===== src/rtl/flash_bus_perf_mon.sv =====
// Flash bus performance monitor: per-tag latency tracking,
// error/anomaly counters and a freezable debug snapshot.
module flash_bus_perf_mon #(
  parameter int TAG_W = 3
) (
  input  logic             v_clk0,
  input  logic             v_rst0,
  input  logic             cmd_valid,
  input  logic             cmd_ready,
  input  logic [TAG_W-1:0] cmd_tag,
  input  logic             done_valid,
  input  logic [TAG_W-1:0] done_tag,
  input  logic             done_err,
  input  logic             ctrl_freeze,
  input  logic             ctrl_clear,
  output logic [15:0]      dbg_cmd_cnt,
  output logic [15:0]      dbg_ctrl_state,
  output logic [63:0]      dbg_latency_64,
  output logic [63:0]      dbg_err_64
);

  localparam int N = 1 << TAG_W;

  typedef enum logic [1:0] {
    ST_RUN    = 2'd0,
    ST_FREEZE = 2'd1,
    ST_CLEAR  = 2'd2,
    ST_SPARE  = 2'd3
  } state_t;

  state_t state_q, state_d;
  logic   clear_q;

  logic [31:0]  ts_q;
  logic [31:0]  start_q [N];
  logic [N-1:0] pend_q, pend_d;
  logic [15:0]  cmd_q, cmd_d;
  logic [15:0]  out_q, out_d;
  logic [31:0]  max_q, max_d;
  logic [31:0]  last_q, last_d;
  logic [31:0]  ecc_q, ecc_d;
  logic [31:0]  anom_q, anom_d;

  logic [15:0]  dbg_cmd_q;
  logic [3:0]   dbg_out_q;
  logic [31:0]  dbg_max_q, dbg_last_q;
  logic [31:0]  dbg_ecc_q, dbg_anom_q;

  logic        clear_rise;
  logic        active;
  logic        issue, done;
  logic        done_hit, done_miss;
  logic        same_tag, dup;
  logic        inc;
  logic [31:0] lat;

  function automatic logic [31:0] sat32(
    input logic [31:0] a,
    input logic [1:0]  b
  );
    logic [32:0] s;
    s = {1'b0, a} + {31'd0, b};
    return s[32] ? 32'hFFFF_FFFF : s[31:0];
  endfunction

  function automatic logic [15:0] sat16(
    input logic [15:0] a
  );
    return (a == 16'hFFFF) ? a : a + 16'd1;
  endfunction

  assign clear_rise = ctrl_clear & ~clear_q;

  // Control FSM next-state: clear pulse wins over freeze level
  always_comb begin
    state_d = state_q;
    unique case (state_q)
      ST_RUN: begin
        if (clear_rise)       state_d = ST_CLEAR;
        else if (ctrl_freeze) state_d = ST_FREEZE;
      end
      ST_FREEZE: begin
        if (clear_rise)        state_d = ST_CLEAR;
        else if (!ctrl_freeze) state_d = ST_RUN;
      end
      ST_CLEAR: begin
        state_d = ctrl_freeze ? ST_FREEZE : ST_RUN;
      end
      default: state_d = ST_RUN;
    endcase
  end

  assign active    = (state_q != ST_CLEAR);
  assign issue     = active & cmd_valid & cmd_ready;
  assign done      = active & done_valid;
  assign done_hit  = done & pend_q[done_tag];
  assign done_miss = done & ~pend_q[done_tag];
  assign same_tag  = (done_tag == cmd_tag);
  // A completion on the same tag retires first, so re-issue is clean
  assign dup       = issue & pend_q[cmd_tag] & ~(done_hit & same_tag);
  assign inc       = issue & ~dup;
  assign lat       = ts_q - start_q[done_tag];

  // Tracking next-state: completion applied before issue
  always_comb begin
    pend_d = pend_q;
    cmd_d  = cmd_q;
    out_d  = out_q;
    max_d  = max_q;
    last_d = last_q;
    ecc_d  = ecc_q;
    anom_d = anom_q;
    if (done_hit) begin
      pend_d[done_tag] = 1'b0;
      last_d = lat;
      if (lat > max_q) max_d = lat;
    end
    if (issue) begin
      pend_d[cmd_tag] = 1'b1;
      cmd_d = sat16(cmd_q);
    end
    unique case (1'b1)
      (inc & ~done_hit): out_d = sat16(out_q);
      (~inc & done_hit): begin
        if (out_q != 16'd0) out_d = out_q - 16'd1;
      end
      default: out_d = out_q;
    endcase
    anom_d = sat32(anom_q, {1'b0, dup} + {1'b0, done_miss});
    if (done & done_err) ecc_d = sat32(ecc_q, 2'd1);
    if (state_q == ST_CLEAR) begin
      pend_d = '0;
      cmd_d  = '0;
      out_d  = '0;
      max_d  = '0;
      last_d = '0;
      ecc_d  = '0;
      anom_d = '0;
    end
  end

  // State, timestamp and tracking registers
  always_ff @(posedge v_clk0) begin
    if (v_rst0) begin
      state_q <= ST_RUN;
      clear_q <= 1'b0;
      ts_q    <= '0;
      pend_q  <= '0;
      cmd_q   <= '0;
      out_q   <= '0;
      max_q   <= '0;
      last_q  <= '0;
      ecc_q   <= '0;
      anom_q  <= '0;
    end else begin
      state_q <= state_d;
      clear_q <= ctrl_clear;
      ts_q    <= ts_q + 32'd1;
      pend_q  <= pend_d;
      cmd_q   <= cmd_d;
      out_q   <= out_d;
      max_q   <= max_d;
      last_q  <= last_d;
      ecc_q   <= ecc_d;
      anom_q  <= anom_d;
    end
  end

  // Start timestamps; only meaningful while the pend bit is set
  always_ff @(posedge v_clk0) begin
    if (issue) start_q[cmd_tag] <= ts_q;
  end

  // Debug snapshot: follows live values except while frozen
  always_ff @(posedge v_clk0) begin
    if (v_rst0) begin
      dbg_cmd_q  <= '0;
      dbg_out_q  <= '0;
      dbg_max_q  <= '0;
      dbg_last_q <= '0;
      dbg_ecc_q  <= '0;
      dbg_anom_q <= '0;
    end else if (state_q != ST_FREEZE) begin
      dbg_cmd_q  <= cmd_d;
      dbg_out_q  <= (out_d > 16'd15) ? 4'hF : out_d[3:0];
      dbg_max_q  <= max_d;
      dbg_last_q <= last_d;
      dbg_ecc_q  <= ecc_d;
      dbg_anom_q <= anom_d;
    end
  end

  assign dbg_cmd_cnt    = dbg_cmd_q;
  assign dbg_ctrl_state = {8'h00, dbg_out_q, 2'b00, state_q};
  assign dbg_latency_64 = {dbg_max_q, dbg_last_q};
  assign dbg_err_64     = {dbg_ecc_q, dbg_anom_q};

endmodule


===== config.mk =====
export PLATFORM = sky130hd
export DESIGN_NAME = flash_bus_perf_mon
export DESIGN_NICKNAME = d
export VERILOG_FILES = /design/src/rtl/flash_bus_perf_mon.sv
export SDC_FILE = /design/constraint.sdc
export NUM_CORES = 1
export LEC_CHECK = 0
export CAP_MARGIN = 5
export CORE_ASPECT_RATIO = 0.7
export CORE_UTILIZATION = 35
export DETAILED_ROUTE_END_ITERATION = 8
export HOLD_SLACK_MARGIN = 0.12
export PLACE_DENSITY = 0.52
export SETUP_SLACK_MARGIN = 0.1
export SYNTH_ARGS = -nofsm -noshare
export SYNTH_HDL_FRONTEND = slang
export SYNTH_SLANG_ARGS = --single-unit

===== constraint.sdc =====
create_clock -name v_clk0 -period 12.08 [get_ports v_clk0]
set_input_delay 3.624 -clock v_clk0 [delete_from_list [all_inputs] [get_ports v_clk0]]
set_output_delay 3.624 -clock v_clk0 [all_outputs]
set_load 0.01 [all_outputs]

# --- Word level (Yosys, flattened, before mapping) ---
# Memory sizes are Yosys's and may differ from the RTL's.
# Index checks and enable logic that the tools add are counted.
word_totals:
  register_bits: 351
  ramBits: 256
  n_memories: 1
op_classes:
  n_addsub: 8
  magnitude_cmp: 6
  n_eq_ne: 9
  n_mux: 36
  n_bitwise: 22
  reduce_logical: 6
mem_list:
  columns: ["name", "words", "word_bits", "read_ports", "rd_ports_with_merged_regs", "wr", "line_no", "source"]
  rows:
  - ["start_q", 8, 32, 1, 0, 1, "35", "logic [31:0] start_q [N];"]
ops:
  columns: ["op", "n"]
  rows:
  - ["32-bit 2-to-1 mux", 10]
  - ["16-bit 2-to-1 mux", 6]
  - ["32-bit by 1-bit adder with 33-bit output (second input constant)", 1]
  - ["32-bit by 2-bit adder with 33-bit output", 1]
  - ["16-bit by 1-bit adder with 16-bit output (second input constant)", 2]
  - ["32-bit by 1-bit adder with 32-bit output (second input constant)", 1]
  - ["16-bit == test (second input constant)", 2]
  - ["32-bit greater-than comparator", 1]
  - ["16-bit one-hot mux with 2 select lines", 1]
  - ["32-bit subtractor", 1]
  - ["16-bit by 4-bit greater-than comparator with 1-bit output (second input constant)", 1]
  - ["8-bit 2-to-1 mux", 2]
  - ["16-bit nonzero test", 1]
  - ["16-bit by 1-bit subtractor with 16-bit output (second input constant)", 1]
  - ["1-bit AND", 13]
  - ["8-bit AND", 1]
  - ["3-bit by 4-bit < comparator with 1-bit output (second input constant)", 2]
  - ["2-bit 2-to-1 mux", 4]
  - ["8-bit inverter", 1]
  - ["8-bit bitwise OR", 1]
  - ["1-bit 2-to-1 mux", 7]
  - ["1-bit binary-select mux with 3-bit select", 2]
  - ["1-bit demux with 3-bit select", 2]
  - ["3-bit by 1-bit >= comparator with 1-bit output (second input constant)", 2]
  - ["other kinds (14)", 21]

# --- Logic depth before layout (Yosys ltp) ---
logic_depth:
  ltp_word: 14
  depth_mapped: 31
  mapped_depth_nobuf: 25

# --- Worst setup path before layout ---
# OpenSTA, ideal clock, no wires.
synth_path:
  path_type: "input to register"
  startpoint: "input port done_tag[0]"
  endpoint: "register dbg_max_q[8]"
  arrival_ps: 9339
  setup_slack_ps: 2609
  stages: 27
  cell_sequence: "buf_2 > nor3b_1 > clkbuf_1 > buf_1 > a22oi_1 > nand4_1 > ha_1 > inv_1 > fa_1 > a211oi_1 > o211ai_1 > a21oi_1 > a21oi_1 > o31ai_1 > a211oi_1 > or3_1 > and2_1 > ha_1 > nand4_1 > o41ai_1 > nor3_1 > o22ai_1 > buf_4 > buf_4 > mux2_2 > o21ai_0 > a21oi_1"
synth_between:
  elab_chain_cells: 6
synth_lines:
  columns: ["element", "line_no", "source"]
  rows:
  - ["start: declaration", "12", "input logic [TAG_W-1:0] done_tag,"]
  - ["memory read 8 x 32 bit", null, null]
  - ["32-bit subtractor", "102", "assign lat = ts_q - start_q[done_tag];"]
  - ["32-bit greater-than comparator", "116", "if (lat > max_q) max_d = lat;"]
  - ["32-bit 2-to-1 mux", "116", null]
  - ["32-bit 2-to-1 mux (*)", "113", "if (done_hit) begin"]
  - ["32-bit 2-to-1 mux (*)", "131", "if (state_q == ST_CLEAR) begin"]
  - ["end signal: assignment", "186", "dbg_max_q <= max_d;"]
  - ["end: declaration", "46", "logic [31:0] dbg_max_q, dbg_last_q;"]
# Every way passes the cells marked *; elsewhere a longest branch is shown, timed or not. The select of a mux whose other input is x is not followed.
# A chain may end at the register's enable or synchronous reset.

# --- Worst setup path after layout ---
layout_path:
  startpoint: "input port done_tag[2]"
  endpoint: "register dbg_max_q[27]"
# Same word-level chain as after synthesis.

==> metrics.cfg <==
[outcome]
status=finished clean

[critical_path]
timing.critical_path.required_ns=12.62
reg2reg_setup_slack_ns=5.82
crit-reg2reg-capture=dbg_max_q[27]
worst_setup_path_start=done_tag[2]
worst_ep_arrival_time_ns=11.03
worstSetupEndpoint=dbg_max_q[27]
worst_r2r_path_depth=21
timing.critical_path.from_type=input port
r2r-start=start_q[7][2]
endpoint_kind=flop
critPathKind=in -> reg
worst-path-max-fanout=25

[layout]
drive_above_1_share_pct=7.10
syn2layout_area_growth_pct=17.1
design.final.nets=2800
mostFrequentLayoutCells=sky130_fd_sc_hd__nor2_1 (384), sky130_fd_sc_hd__dfxtp_1 (350), sky130_fd_sc_hd__edfxtp_1 (256), sky130_fd_sc_hd__a21oi_1 (166), sky130_fd_sc_hd__clkdlybuf4s50_1 (162)
layout.cells.most_common=sky130_fd_sc_hd__nor2_1
final_cell_count_without_fillers=3752

[pwr]
max-vdd-ir-drop_uv=116
power.static_leakage_uw=0.0112
netSwitchingPower_uw=1120
total_power_uw=4520
switching_share_pct=24.8
p_int_uw=3400
sequentialPowerShare_pct=48.5
power.clock.fraction_pct=42.1
p_comb_share_pct=9.4
power.density_cell_area_mw_per_mm2=145

[synth]
synth_top_cell_by_area=sky130_fd_sc_hd__edfxtp_1
post_synth_instance_area_sq_mm=0.0267
synth-edff-count=256
yosys_most_used_dff=sky130_fd_sc_hd__dfxtp_1
yosysWarnings=0
yosys-top-cells-area=sky130_fd_sc_hd__edfxtp_1 (29%), sky130_fd_sc_hd__dfxtp_1 (26%), sky130_fd_sc_hd__nor2_1 (5.5%)
postSynthAreaPerCell_sq_um=10.2
async_flop_share_pct=0
synth.ff_latch_count=607
synth_cell_types=84
yosysTopAreaCellShare_pct=28.8
syn-instance-count=2608
seq_area_frac_synth_pct=55.2

[timing]
final_critical_path_setup_slack_ns=1.59
rsz0062_at_grt=no
tns_ns=0
fin_crit_sh_pct=86.8
timing_max_transition_violations_final=0
final_hold_viol_count=0
relSlewSlack_pct=25.7
setup_viol_count_final=0
timing_worst_slew_pin_value_ns=1.11
final_worst_clock_skew_ns=0.0346
max_freq_mhz=95.3
min_period_ns=10.49

[placed_design]
place_hpwl_mm=53.4
number_of_input_and_output_port_buffers_inserted=163
placedCellCount=3642
pre_cts_ws_ns=1.23
gp_routability_congestion=0.862

[clocking]
post_cts_buffers=0
number_of_buffers_inserted_for_hold_repair_after_clock_tree_synthesis=0
resized_after_cts=0
cts_buffers=58
sinks_on_the_clock_net=607
cts.clk_slew.worst_paths_ns=0.06
clock_latency_ns=0.66
buffer_cell_driving_the_clock_tree_root=sky130_fd_sc_hd__clkbuf_16
cts-root-to-sink-buffers=3
cts_tree=built
h-tree-depth=2

[die]
floorplan.die.height_microns=233
fp.coreArea_sq_mm=0.0753
floorplan.io_pins=174
start_util_pct=35.4
std_cell_rows=84
floorplan.die_area_sq_mm=0.0773
die_width_microns=332

[route]
avg_wl_per_cell_microns=21.1
first_pass_iters=7
initialDrtViolationCount=1673
ant_nets=0
drt_drc_violations_left=0
vias=20400
vias_per_cell=5.44
totalWireLength_mm=79.3

[grt]
grt_start_max_net_pins=105
globalRouteOverflowTotal=0
gr-usage-all-layers_pct=20.1
grt_first_pass_wirelength_mm=120
grt_pass1_vias=19100
grt_antenna_before_repair=1

[worst_hold_path]
hold_path_class=reg -> reg
timing.hold.worst.start=dbg_max_q[3]

[job]
max_cap_viol_count=0

==> metrics by stage <==
stage          utilization [%]  area [sq um]  hold slack (ns)
3_5_place_dp              38.9         29200            0.448
2_1_floorplan                -         26700            0.450
5_1_grt                   41.5         31200            0.474
3_3_place_gp              38.9         29200            0.443
4_1_cts                   41.5         31200            0.456
6_report                  41.5         31200            0.455
==> critical path: stages <==
cell and delay [ns]:
sky130_fd_sc_hd__clkdlybuf4s50_1 0.82, sky130_fd_sc_hd__nand2_1 0.15, sky130_fd_sc_hd__nor2_2 0.53, sky130_fd_sc_hd__buf_4 0.49, sky130_fd_sc_hd__a22oi_1 0.19, sky130_fd_sc_hd__and4_1 0.27
sky130_fd_sc_hd__ha_1 0.38, sky130_fd_sc_hd__o21ai_0 0.12, sky130_fd_sc_hd__a22oi_1 0.26, sky130_fd_sc_hd__nor4bb_1 0.70, sky130_fd_sc_hd__a21oi_1 0.24, sky130_fd_sc_hd__a211o_1 0.38
sky130_fd_sc_hd__a31oi_1 0.22, sky130_fd_sc_hd__xnor2_1 0.20, sky130_fd_sc_hd__inv_1 0.14, sky130_fd_sc_hd__ha_1 0.32, sky130_fd_sc_hd__nand4_1 0.18, sky130_fd_sc_hd__nor4_1 0.37
sky130_fd_sc_hd__nand3_1 0.20, sky130_fd_sc_hd__o22ai_4 0.19, sky130_fd_sc_hd__buf_4 0.34, sky130_fd_sc_hd__nor3b_2 0.29, sky130_fd_sc_hd__nor3_1 0.09, sky130_fd_sc_hd__o32ai_1 0.31
==> per-layer routing <==
layer | up-vias | share of wire (%) | GRT usage, %
li1 | 9716 | - | -
met1 | 10100 | 50 | 30.3
met2 | 542 | 43 | 30.2
met3 | 79 | 5.7 | 3.15
met4 | 0 | 1.4 | 3.99
met5 | - | 0 | 0
==> cell families (layout without fill, tap and decap cells) <==
kind of cell | Yosys count | in the layout | synth area share, %
and+or+nand+nor | 908 | 908 | 16.3
xor gates and xnor gates | 115 | 115 | 3.78
adders and majority gates | 73 | 73 | 3.48
other | 1 | 11 | 0.0141
muxes | 57 | 57 | 2.20
buffers and inverters | 246 | 391 | 3.91
DFF | 607 | 607 | 55.2
AOI/OAI and AO/OA | 601 | 601 | 15.1
==> cells in the mapped netlist (all sizes together), types with 28 or more instances <==
master,n
a221oi,28
a21oi,166
nand3,80
nor2,388
a22oi,81
inv,77
a21o,31
and3,74
edfxtp,256
buf,50
a211oi,82
nand4,44
nor2b,31
clkbuf,117
mux2i,44
nand2,126
ha,71
xor2,50
nor3,58
o21ai,79
dfxtp,351
xnor2,65
==> power groups by stage <==
stage,clock (uW),combinational (uW),sequential (uW)
after CTS,1950,426,2190
after detailed placement,0,424,2240
final,1900,426,2190
after global routing,2020,466,2190
after global placement,0,421,2230
after floorplan,0,254,2240
==> sequential cells by signal, summed over array words and instances, names as in the netlist, 32 cells and up <==
signal / cells
start_q: 256
anom_q: 32
dbg_anom_q: 32
dbg_ecc_q: 32
dbg_last_q: 32
dbg_max_q: 32
ecc_q: 32
last_q: 32
max_q: 32
ts_q: 32
==> worst min-delay path by stage <==
stage	end	slack (ns)	cells after the start
6_report	dbg_max_q[3]	0.45	2
4_1_cts	dbg_max_q[2]	0.46	2
2_1_floorplan	last_q[15]	0.45	2
3_5_place_dp	dbg_max_q[13]	0.45	2
3_3_place_gp	dbg_max_q[13]	0.44	2
5_1_grt	dbg_max_q[13]	0.47	2
==> cell type report <==
class | count | area, sq um
antenna | 1 | 2.50
sequential | 607 | 14700
inverter | 79 | 297
timing repair buffer | 203 | 1940
fill | 7180 | 44000
multi-input combinational | 1764 | 11100
clock buffer | 80 | 1660
clock inverter | 29 | 320
tap | 989 | 1240
Note: power is estimated with default switching activity, not from simulation.
